File: config.mk
export PLATFORM = sky130hd
export DESIGN_NAME = game_over_detector_flat
export DESIGN_NICKNAME = d
export VERILOG_FILES = /design/src/rtl/game_over_if.sv /design/src/rtl/game_over_detector.sv /design/src/flat_wrapper.sv
export SDC_FILE = /design/constraint.sdc
export NUM_CORES = 1
export LEC_CHECK = 0
export BUFFER_PORTS_ARGS = -buffer_cell sky130_fd_sc_hd__buf_2
export CAP_MARGIN = 30
export CORE_MARGIN = 3
export CORE_UTILIZATION = 50
export CTS_BUF_LIST = sky130_fd_sc_hd__clkbuf_4 sky130_fd_sc_hd__clkbuf_8 sky130_fd_sc_hd__clkbuf_16
export CTS_CLUSTER_DIAMETER = 50
export DETAILED_ROUTE_END_ITERATION = 10
export PLACE_DENSITY_LB_ADDON = 0.1
export SYNTH_ARGS = -nofsm -noshare
export SYNTH_HDL_FRONTEND = slang
export SYNTH_SLANG_ARGS = --single-unit
File: constraint.sdc
create_clock -name clk -period 2.7 [get_ports clk]
set_clock_uncertainty 0.05 [all_clocks]
set_input_delay 0.135 -clock clk [delete_from_list [all_inputs] [get_ports clk]]
set_output_delay 0.135 -clock clk [all_outputs]
set_load 0.02 [all_outputs]
File: src/rtl/game_over_if.sv
// Event and status bundle between the move-validation logic and the game-over detector.
// new_game/capture_by_p1/capture_by_p2 are single-cycle pulses with no ready; every high cycle is one event.
interface game_over_if #(
  parameter int CNT_W = 4
);
  logic             new_game;
  logic             capture_by_p1;
  logic             capture_by_p2;
  logic [CNT_W-1:0] pawns_p1;
  logic [CNT_W-1:0] pawns_p2;
  logic             Player_1_v;
  logic             Player_2_v;
  logic             game_over_pulse;

  modport master (
    output new_game, capture_by_p1, capture_by_p2,
    input  pawns_p1, pawns_p2, Player_1_v, Player_2_v, game_over_pulse
  );

  modport slave (
    input  new_game, capture_by_p1, capture_by_p2,
    output pawns_p1, pawns_p2, Player_1_v, Player_2_v, game_over_pulse
  );
endinterface

File: src/rtl/game_over_detector.sv
// Counts each checkers player's remaining pawns and, after a settle delay that lets the
// final move show on screen, latches the winner flag used by the victory-screen stage.
module game_over_detector #(
  parameter int PAWNS_PER_PLAYER = 12,
  parameter int CNT_W            = 4,
  parameter int SETTLE_CYCLES    = 1024,
  parameter int SETTLE_W         = 11
) (
  input  logic        clk,
  input  logic        reset,
  game_over_if.slave  bus,
  output logic [1:0]  state_dbg
);

  typedef enum logic [1:0] {
    PLAYING = 2'd0,
    SETTLE  = 2'd1,
    P1_WIN  = 2'd2,
    P2_WIN  = 2'd3
  } state_t;

  localparam logic [CNT_W-1:0]    PAWNS_INIT  = CNT_W'(PAWNS_PER_PLAYER);
  localparam logic [SETTLE_W-1:0] SETTLE_LAST = SETTLE_W'(SETTLE_CYCLES - 1);

  state_t              state, state_nxt;
  logic [SETTLE_W-1:0] settle_cnt, settle_nxt;
  logic [CNT_W-1:0]    pawns_p1_q, pawns_p1_nxt;
  logic [CNT_W-1:0]    pawns_p2_q, pawns_p2_nxt;
  logic                p1_wins_q, p1_wins_nxt;
  logic                p1_v_q, p1_v_nxt;
  logic                p2_v_q, p2_v_nxt;
  logic                pulse_q, pulse_nxt;

  // State register; the outputs are registered alongside so they line up with the state.
  always_ff @(posedge clk) begin
    if (reset) begin
      state      <= PLAYING;
      settle_cnt <= '0;
      pawns_p1_q <= PAWNS_INIT;
      pawns_p2_q <= PAWNS_INIT;
      p1_wins_q  <= 1'b0;
      p1_v_q     <= 1'b0;
      p2_v_q     <= 1'b0;
      pulse_q    <= 1'b0;
    end else begin
      state      <= state_nxt;
      settle_cnt <= settle_nxt;
      pawns_p1_q <= pawns_p1_nxt;
      pawns_p2_q <= pawns_p2_nxt;
      p1_wins_q  <= p1_wins_nxt;
      p1_v_q     <= p1_v_nxt;
      p2_v_q     <= p2_v_nxt;
      pulse_q    <= pulse_nxt;
    end
  end

  always_comb begin
    state_nxt    = state;
    settle_nxt   = settle_cnt;
    pawns_p1_nxt = pawns_p1_q;
    pawns_p2_nxt = pawns_p2_q;
    p1_wins_nxt  = p1_wins_q;
    if (bus.new_game) begin
      state_nxt    = PLAYING;
      settle_nxt   = '0;
      pawns_p1_nxt = PAWNS_INIT;
      pawns_p2_nxt = PAWNS_INIT;
      p1_wins_nxt  = 1'b0;
    end else begin
      case (state)
        PLAYING: begin
          if (bus.capture_by_p2 && (pawns_p1_q != '0)) pawns_p1_nxt = pawns_p1_q - CNT_W'(1);
          if (bus.capture_by_p1 && (pawns_p2_q != '0)) pawns_p2_nxt = pawns_p2_q - CNT_W'(1);
          // A double wipe-out resolves to player 1, matching the downstream mux priority.
          if ((pawns_p1_nxt == '0) || (pawns_p2_nxt == '0)) begin
            state_nxt   = SETTLE;
            settle_nxt  = '0;
            p1_wins_nxt = (pawns_p2_nxt == '0);
          end
        end
        SETTLE: begin
          if (settle_cnt == SETTLE_LAST) state_nxt = p1_wins_q ? P1_WIN : P2_WIN;
          else                           settle_nxt = settle_cnt + SETTLE_W'(1);
        end
        default: ;
      endcase
    end
  end

  always_comb begin
    p1_v_nxt  = (state_nxt == P1_WIN);
    p2_v_nxt  = (state_nxt == P2_WIN);
    pulse_nxt = (p1_v_nxt || p2_v_nxt) && (state_nxt != state);
  end

  assign bus.pawns_p1        = pawns_p1_q;
  assign bus.pawns_p2        = pawns_p2_q;
  assign bus.Player_1_v      = p1_v_q;
  assign bus.Player_2_v      = p2_v_q;
  assign bus.game_over_pulse = pulse_q;
  assign state_dbg           = state;

endmodule

File: src/flat_wrapper.sv
// flat-port wrapper written by rule: the top's interface ports become plain ports
module game_over_detector_flat 
#(
  parameter int PAWNS_PER_PLAYER = 12,
  parameter int CNT_W            = 4,
  parameter int SETTLE_CYCLES    = 1024,
  parameter int SETTLE_W         = 11
)
  (clk, reset, state_dbg, bus_new_game, bus_capture_by_p1, bus_capture_by_p2, bus_pawns_p1, bus_pawns_p2, bus_Player_1_v, bus_Player_2_v, bus_game_over_pulse);
  game_over_if #(.CNT_W(CNT_W)) bus_i ();
  input  logic clk;
  input  logic reset;
  output logic [1:0] state_dbg;
  input wire logic [$bits(bus_i.new_game)-1:0] bus_new_game;
  input wire logic [$bits(bus_i.capture_by_p1)-1:0] bus_capture_by_p1;
  input wire logic [$bits(bus_i.capture_by_p2)-1:0] bus_capture_by_p2;
  output wire logic [$bits(bus_i.pawns_p1)-1:0] bus_pawns_p1;
  output wire logic [$bits(bus_i.pawns_p2)-1:0] bus_pawns_p2;
  output wire logic [$bits(bus_i.Player_1_v)-1:0] bus_Player_1_v;
  output wire logic [$bits(bus_i.Player_2_v)-1:0] bus_Player_2_v;
  output wire logic [$bits(bus_i.game_over_pulse)-1:0] bus_game_over_pulse;
  assign bus_i.new_game = bus_new_game;
  assign bus_i.capture_by_p1 = bus_capture_by_p1;
  assign bus_i.capture_by_p2 = bus_capture_by_p2;
  assign bus_pawns_p1 = bus_i.pawns_p1;
  assign bus_pawns_p2 = bus_i.pawns_p2;
  assign bus_Player_1_v = bus_i.Player_1_v;
  assign bus_Player_2_v = bus_i.Player_2_v;
  assign bus_game_over_pulse = bus_i.game_over_pulse;
  game_over_detector #(.PAWNS_PER_PLAYER(PAWNS_PER_PLAYER), .CNT_W(CNT_W), .SETTLE_CYCLES(SETTLE_CYCLES), .SETTLE_W(SETTLE_W)) u_core (.clk(clk), .reset(reset), .bus(bus_i), .state_dbg(state_dbg));
endmodule
After elaboration in Yosys (flattened, before gate mapping)
Index checks and enable logic that the tools add are counted.

Add/subtract/negate cells: 3. Eq/ne operators: 7. Muxes and demuxes: 14. Reduce and logical (&&, ||, !) cells: 14.

Operators with widths (count): 4-bit two-way mux (6); 11-bit two-way mux (2); 11-bit case mux with 2 select lines (1); 11-bit by 1-bit adder with 11-bit output (second input constant) (1); 11-bit by 10-bit == test with 1-bit output (second input constant) (1); 4-bit zero test (2); 4-bit nonzero test (2); 4-bit by 1-bit subtractor with 4-bit output (second input constant) (2); 2-bit two-way mux (3); 2-bit == test (second input constant) (2); 2-bit case mux with 2 select lines (1); 1-bit logical AND (3); 3-bit AND reduction (1); 2-bit by 1-bit == test with 1-bit output (second input constant) (1); 2-bit zero test (1); 1-bit logical OR (2); 2-bit by 1-bit inequality test with 1-bit output (second input constant) (1); 2-bit inequality test (1); 2-bit inequality test (second input constant) (1); 2-bit AND reduction (1); 2-bit nonzero test (1); 2-bit OR reduction (1); 1-bit two-way mux (1).

Register bits: 25. Bits of input ports: 5. Output and inout port bits: 13. Logic and storage cells: 46.

Depth between registers and ports, before layout
Gate-level depths: netlist of the first run.

Depth after elaboration: 13. Depth in mapped cells: 8. Gate-level depth less buffers: 7.

Least setup slack after synthesis of the first run
OpenSTA, ideal clock, no wires.

Path kind: flip-flop to flip-flop. Start point: reg u_core.pawns_p2_q[0] (netlist: u_core.bus.pawns_p2[0]). End point: reg u_core.settle_cnt[0]. Library setup time: 0.134 ns. Arrival time: 1.835 ns. Required time: 2.516 ns. Slack: 0.681 ns. Stages on the path, launching flop included: 9. Buffers on the path: 1. Period minus slack after synthesis: 2.019 ns. Cell sequence: dfxtp_1 inv_1 ha_1 or3b_4 nand3_1 nor3b_2 o2bb2ai_2 buf_6 nor3_2.

Word-level cells in the longest chain between the ends: 9. Elaborated cells between the ends (all ways): 10. Classes of those cells: 1 x add/sub; 1 x eq/ne; 3 x mux; 5 x reduce/logical.

RTL lines: start: declaration (line game_over_detector.sv:28) `logic [CNT_W-1:0] pawns_p2_q, pawns_p2_nxt;`; start signal: assignment (line game_over_detector.sv:49) `pawns_p2_q <= pawns_p2_nxt;`; branches (longest 2 deep; another with 4-bit by 1-bit subtractor with 4-bit output); 4-bit two-way mux (*) (line game_over_detector.sv:73) `if (bus.capture_by_p1 && (pawns_p2_q != '0)) pawns_p2_nxt = pawns_p2_q - CNT_W'(1);`; 4-bit two-way mux (*) (line game_over_detector.sv:70) `case (state)`; 4-bit two-way mux (*) (line game_over_detector.sv:63) `if (bus.new_game) begin`; 4-bit zero test (*) (line game_over_detector.sv:75) `if ((pawns_p1_nxt == '0) || (pawns_p2_nxt == '0)) begin`; 1-bit logical OR (*) (line game_over_detector.sv:75); 2-bit by 1-bit inequality test with 1-bit output (no source line) (*); 3-bit AND reduction (no source line) (*); end signal: assignment (line game_over_detector.sv:47) `settle_cnt <= settle_nxt;`; end: declaration (line game_over_detector.sv:26) `logic [SETTLE_W-1:0] settle_cnt, settle_nxt;`.

Every way passes the cells marked *. The select of a mux whose other input is x is not followed. A chain may end at the register's enable or synchronous reset.

Worst setup path in the final report of the first run
Start point: reg u_core.pawns_p2_q[0] (netlist: u_core.bus.pawns_p2[0]). End point: reg u_core.settle_cnt[9].

Same word-level chain as after synthesis.

==> flow_summary.json, run 1 <==
{
  "grt_pass1_wl_um": 4422,
  "mappedNetlistNets": 155,
  "syn_avg_cell_area_um2": 9.158,
  "layout.nets": 174,
  "crit-reg2reg-launch": "u_core.bus.pawns_p2[0]",
  "cts_tree": "built",
  "slew_viol_final": 0,
  "track_usage_pct": 16.61,
  "netlist_area_mm2": 0.001346,
  "drive_gt1_share_pct": 25.45,
  "start_kind": "flip-flop",
  "numCtsBuffers": 3,
  "cts.reportedPaths.clkPinSlew_ps": 130,
  "status": "complete, no violations",
  "hold_start": "reset",
  "end_kind": "flip-flop",
  "ys_types": 45,
  "grt_max_degree": 18,
  "n_antenna_cell": 0,
  "fin_util_pct": 58.78,
  "grt_use_met2_pct": 28.39,
  "seq_area_frac_synth_pct": 37.17,
  "leakage_nw": 0.5787,
  "rr_endpoint": "u_core.settle_cnt[9]",
  "cts_root_buffer": "clkbuf_4",
  "dp_hpwl_um": 1872,
  "rrSetupSlack_ps": 560,
  "synth-seq-cells": 25,
  "cts.sinks": 25,
  "clock_latency_ps": 310,
  "ctsResizeCount": 0,
  "die_y_um": 57.89,
  "ctsHoldBuffers": 0,
  "min_period_ps": 2139,
  "rr_worst_depth": 8,
  "crit_arrival_ps": 2320,
  "io_pins": 18,
  "dieArea_mm2": 0.003351,
  "use_met3_pct": 4.677,
  "area_delta_synth_final_pct": 10.13,
  "slew_headroom_pct": 69.52,
  "grt_setup_unrepaired": "false",
  "hold_class": "in -> reg",
  "hold_viol_final": 0,
  "yosysWarnings": 0,
  "grt-ovfl-total": 0,
  "peakVddDrop_v": 0.0004067,
  "setup_viol": 0,
  "routed_wl_um": 2577,
  "groute.layer.met1.usage_pct": 21.08,
  "whs_path_depth": 3,
  "via_count": 1107,
  "hold_path_end": "u_core.bus.pawns_p2[2]",
  "ant_nets": 0,
  "die_w_um": 57.89,
  "wire_per_inst_um": 13.22,
  "maxCapViolations": 0,
  "firstDrtPassIters": 4,
  "clock.fmax_ghz": 0.4675,
  "routed_via_density": 5.677,
  "cts_setup_buffers": 0,
  "finalCritPeriodShare_pct": 79.22,
  "crit_required_ps": 2880,
  "crit_fanout": 12,
  "tightest_slew_ps": 452.4,
  "grt_pass1_vias": 1005,
  "holdWs_ps": 66.95,
  "syn_inst": 147,
  "p_per_area_mw_per_mm2": 421.3,
  "clockBufferDepth": 2,
  "drt_iter0_drc": 26,
  "antenna_found_initial": 0,
  "start_util_pct": 53.37,
  "htreeDepth": 1,
  "route.detailed.drc": 0,
  "fp-row-count": 18,
  "busiest_layer": "met2",
  "fin_setup_tns_ps": 0,
  "io_buffer_count": 17,
  "core_mm2": 0.002522,
  "critPathKind": "reg -> reg",
  "gp_congestion": 0.8190
}
layout by cell type (no fill, tap or decap), drive strengths merged, types with 5 or more instances in the layout:
| master | count |
|---|---|
| o21ai | 7 |
| inv | 8 |
| a21oi | 6 |
| xor2 | 5 |
| nand3 | 9 |
| nand2b | 5 |
| dfxtp | 25 |
| nand2 | 9 |
| nand4 | 5 |
| buf | 18 |
| nor2 | 10 |
| nor3 | 10 |
power by group:
| part | switching (mW) | internal, mW | total, mW | leakage, nW |
|---|---|---|---|---|
| registers | 0.00874 | 0.374 | 0.383 | 0.202 |
| clock network | 0.108 | 0.0678 | 0.176 | 0.0184 |
| logic | 0.0396 | 0.0264 | 0.0659 | 0.358 |
| total | 0.156 | 0.468 | 0.625 | 0.579 |
synthesized netlist by cell type, drive strengths merged:
cell type / n / area (um^2)
o211ai: 1 / 7.510
dfxtp: 25 / 500.5
o211a: 1 / 10.01
a31oi: 3 / 18.77
nor4: 1 / 6.260
xnor2: 3 / 26.28
mux2i: 3 / 30.03
nand3: 9 / 45.04
a21boi: 1 / 7.510
nand3b: 1 / 7.510
o2bb2ai: 1 / 15.01
xor2: 5 / 43.79
nor4b: 1 / 23.77
buf: 2 / 16.26
nor2: 10 / 37.54
inv: 8 / 30.03
nor3b: 3 / 32.53
nand4b: 1 / 8.760
o21ai: 7 / 38.79
and4b: 1 / 10.01
a211o: 4 / 36.29
and4bb: 1 / 12.51
nor2b: 1 / 6.260
or2: 2 / 12.51
o2bb2a: 1 / 10.01
nand4: 5 / 31.28
clkbuf: 2 / 7.510
a2111oi: 1 / 15.01
or3b: 1 / 11.26
and2b: 1 / 7.510
a211oi: 1 / 7.510
nor3: 10 / 90.09
and3: 3 / 18.77
nand2: 9 / 33.78
nand2b: 5 / 31.28
a21oi: 6 / 33.78
and2: 3 / 18.77
ha: 3 / 37.54
and4: 1 / 8.760
per-stage QoR:
| step | instances | total power, mW | instance area (um^2) | setup slack (ps) |
|---|---|---|---|---|
| after floorplan | 147 | 0.4382 | 1346 | 681.1 |
| after global placement | 191 | 0.4550 | 1453 | 675.6 |
| after detailed placement | 191 | 0.4570 | 1453 | 590.3 |
| after CTS | 195 | 0.6327 | 1483 | 552.9 |
| after global routing | 195 | 0.6515 | 1483 | 416.1 |
| final | 195 | 0.6246 | 1483 | 561.0 |
metal layers:
layer | share of wire [%] | vias up
met1 | 46 | 518
met5 | 0 | -
met4 | 0.50 | 0
met3 | 3.6 | 2
li1 | - | 569
met2 | 50 | 18
cells by family after synthesis:
group                    after synthesis  synth area share [%]
buffers and inverters                 12                 3.996
flip-flops                            25                 37.17
AND/OR/NAND/NOR                       69                 33.74
XOR/XNOR                               8                 5.205
AO/OA/AOI/OAI                         27                 14.87
adder cells (fa/ha/maj)                3                 2.788
multiplexers                           3                 2.231
worst max path at each step:
stage / startpoint / endpoint / slack [ps] / cells after the start
after floorplan: u_core.bus.pawns_p2[0] / u_core.settle_cnt[0] / 680 / 8
after global placement: u_core.bus.pawns_p2[0] / u_core.settle_cnt[9] / 680 / 8
after detailed placement: u_core.bus.pawns_p2[0] / u_core.settle_cnt[9] / 590 / 8
after CTS: u_core.bus.pawns_p2[0] / u_core.settle_cnt[9] / 550 / 8
after global routing: u_core.bus.pawns_p2[0] / u_core.settle_cnt[9] / 420 / 8
final: u_core.bus.pawns_p2[0] / u_core.settle_cnt[9] / 560 / 8
area by class of cell:
| class | instances | area, um^2 |
|---|---|---|
| Timing Repair Buffer | 18 | 92.59 |
| Clock buffer | 4 | 30.03 |
| Fill cell | 243 | 1040 |
| Tap cell | 30 | 37.54 |
| Multi-Input combinational cell | 110 | 792.0 |
| Sequential cell | 25 | 500.5 |
| Inverter | 8 | 30.03 |
flip-flops by register name, indices dropped and copies added, names as in the netlist:
signal                      flops
u_core.bus.pawns_p1             4
u_core.bus.pawns_p2             4
u_core.bus.game_over_pulse      1
u_core.p1_wins_q                1
u_core.settle_cnt              11
u_core.state_dbg                2
u_core.bus.Player_2_v           1
u_core.bus.Player_1_v           1
critical path: stages (launching register included):
cell,delay (ps)
dfxtp_1,370
inv_1,150
ha_1,250
or3b_4,420
a21oi_2,170
nor3b_2,80
o2bb2ai_2,110
buf_4,200
nor4_1,250
Power figures use the tool's default switching activity.
==> run 2: changes to the inputs <==
ABC_AREA = 1   (was default)
clock period = 2.2 ns   (was 2.7 ns; I/O delays follow)
==> run 2 against run 1 <==
  * Via count up 20%
  * Global-route usage is 2.4 points higher
  * Maximum frequency up 7.7%
  * Register-to-register slack worse by 350 ps
  * Sequential cell count unchanged
  * Die area increased by 4.7%
  * Core utilization rose by 1.1 points
  * Sequential share of layout area is 1.5 points lower
  * Non-clock buffer count unchanged
  * Critical endpoint unchanged
  * Largest cell class unchanged
==> flow_summary.json, run 2 <==
{
  "grt_setup_unrepaired": "false",
  "numCtsBuffers": 3,
  "wire_per_inst_um": 12.14,
  "ys_types": 26,
  "fp-row-count": 18,
  "synthTopCellsByCount": "nand2_1 (39), nor2_1 (27), dfxtp_1 (25)",
  "rrSetupSlack_ps": 210,
  "synth-edff-count": 0,
  "clock_latency_ps": 320,
  "routed_via_density": 5.311,
  "crit_arrival_ps": 2190,
  "leakage_nw": 0.7131,
  "grt_pass1_vias": 1263,
  "drive_gt1_share_pct": 19.00,
  "status": "complete, no violations",
  "dp_hpwl_um": 2243,
  "die_w_um": 59.25,
  "ant_nets": 0,
  "maxCapViolations": 0,
  "slew_headroom_pct": 66.04,
  "syn_inst": 204,
  "fin_setup_tns_ps": 0,
  "grt_pass1_wl_um": 5223,
  "syn_avg_cell_area_um2": 6.949,
  "hold_class": "in -> reg",
  "gp_congestion": 0.8535,
  "firstDrtPassIters": 4,
  "io_pins": 18,
  "crit_required_ps": 2400,
  "cp-startpoint": "u_core.bus.pawns_p2[0]",
  "mostFrequentLayoutCell": "nand2_1",
  "cts_root_buffer": "clkbuf_4",
  "htreeDepth": 1,
  "start_util_pct": 54.73,
  "holdWs_ps": 27.47,
  "yosysWarnings": 0,
  "die_y_um": 59.25,
  "netlist_top_cells_area": "dfxtp_1 (35%), nand2_1 (10%), nor2_1 (7.1%)",
  "dieArea_mm2": 0.003510,
  "critPathKind": "reg -> reg",
  "largest_register": "u_core.settle_cnt",
  "via_count": 1333,
  "crit-reg2reg-launch": "u_core.bus.pawns_p2[0]",
  "power.total_uw": 839.7,
  "grt_max_degree": 18,
  "start_kind": "flip-flop",
  "clockBufferDepth": 2,
  "endpoint": "u_core.settle_cnt[9]",
  "slew_viol_final": 0,
  "rr_endpoint": "u_core.settle_cnt[9]",
  "drt_iter0_drc": 84,
  "track_usage_pct": 18.99,
  "hold_start": "bus_new_game",
  "cts_tree": "built",
  "hold_viol_final": 0,
  "synth_top_area_share_pct": 35.30,
  "final_cell_mix": "nand2_1 (39), nor2_1 (27), dfxtp_1 (25)",
  "netlist_area_mm2": 0.001418,
  "setup_viol": 0,
  "mappedNetlistNets": 212,
  "synth_flop_cell": "dfxtp_1",
  "synth-seq-cells": 25,
  "crit_fanout": 12,
  "core_mm2": 0.002590,
  "layout.nets": 230,
  "grt-ovfl-total": 0,
  "rr_worst_depth": 10,
  "clock.fmax_ghz": 0.5033,
  "end_kind": "flip-flop",
  "finalCritPeriodShare_pct": 90.31,
  "tightest_slew_ps": 507.5,
  "area_delta_synth_final_pct": 9.356,
  "cts.reportedPaths.clkPinSlew_ps": 130,
  "n_antenna_cell": 0,
  "seq_area_frac_synth_pct": 35.30,
  "cts.sinks": 25,
  "p_per_area_mw_per_mm2": 541.6,
  "route.detailed.drc": 0,
  "antenna_found_initial": 0,
  "synthArstFlopShare_pct": 0,
  "io_buffer_count": 17,
  "min_period_ps": 1987,
  "largest_register_ffs": 11,
  "peakVddDrop_v": 0.0003250,
  "synth.most_common_cell": "nand2_1",
  "routed_wl_um": 3047,
  "synth.largest_area_cell": "dfxtp_1"
}
-- run 2: cell count changes after synthesis, moves of 5 or more --
cell,delta
nand3_1,+5
a21oi_1,+14
nor3_2,-7
inv_1,+15
nand2_1,+30
nor2_1,+17
nand3_2,+5
nand2b_1,-5
-- run 2: critical path, cell delays in order (launching register included) --
cell and delay (ps):
dfxtp_1 330, inv_1 150, ha_1 250, nand3_2 110, nand2_1 90, inv_1 50, a21oi_1 280, nand3_4 210
nand3_2 180, nand2_1 90, a21oi_1 120
-- run 2: worst min path at each step --
stage / end / slack, ps / cells after the start
after CTS: u_core.bus.Player_1_v / 20 / 3
after global placement: u_core.state_dbg[0] / 240 / 2
after global routing: u_core.bus.Player_1_v / 50 / 3
after floorplan: u_core.state_dbg[0] / 130 / 1
final: u_core.bus.Player_1_v / 30 / 3
after detailed placement: u_core.state_dbg[0] / 240 / 2
-- run 2: cells by family (layout without fill, tap and decap cells) --
group	count (synthesis)	count (layout)	share of synthesized area [%]
flip-flops	25	25	35.30
AO/OA/AOI/OAI	32	32	12.18
buffers and inverters	31	48	9.532
XOR/XNOR	5	5	3.089
AND/OR/NAND/NOR	108	108	37.25
adder cells (fa/ha/maj)	3	3	2.648
-- run 2: per-stage QoR --
step	util, %	std cells	setup WS [ps]	cell area [um^2]
finish	59.86	251	213.1	1550
global route	59.86	251	4.821	1550
CTS	59.57	251	225.2	1543
detailed placement	58.02	246	261.9	1503
global placement	58.02	246	369.5	1503
floorplan	-	204	437.4	1418
-- run 2: layer usage --
metal | track usage, % | part of all wire [%]
met4 | 9.061 | 1.3
met3 | 1.961 | 3.3
met5 | 0 | 0
met1 | 23.87 | 49
met2 | 32.14 | 46
-- run 2: what timing repair did --
item / CTS / global route
buffers inserted: 0 / 0
gates resized for setup: 0 / 1
setup endpoints to repair: 0 / 3
hold buffers: 1 / 0
endpoints found under the hold margin: 1 / 0
-- run 2: report_power, final --
group / internal [mW] / switching [mW]
Clock: 0.0833 / 0.135
Sequential: 0.464 / 0.0118
Combinational: 0.0464 / 0.0992
-- run 2: layout make-up --
type	count	area, um^2
clock buffers	4	30.03
fillers	253	1040
inverters	26	97.59
multi-input cells	148	789.5
flip-flops and latches	25	500.5
well taps	30	37.54
repair buffers	18	95.09
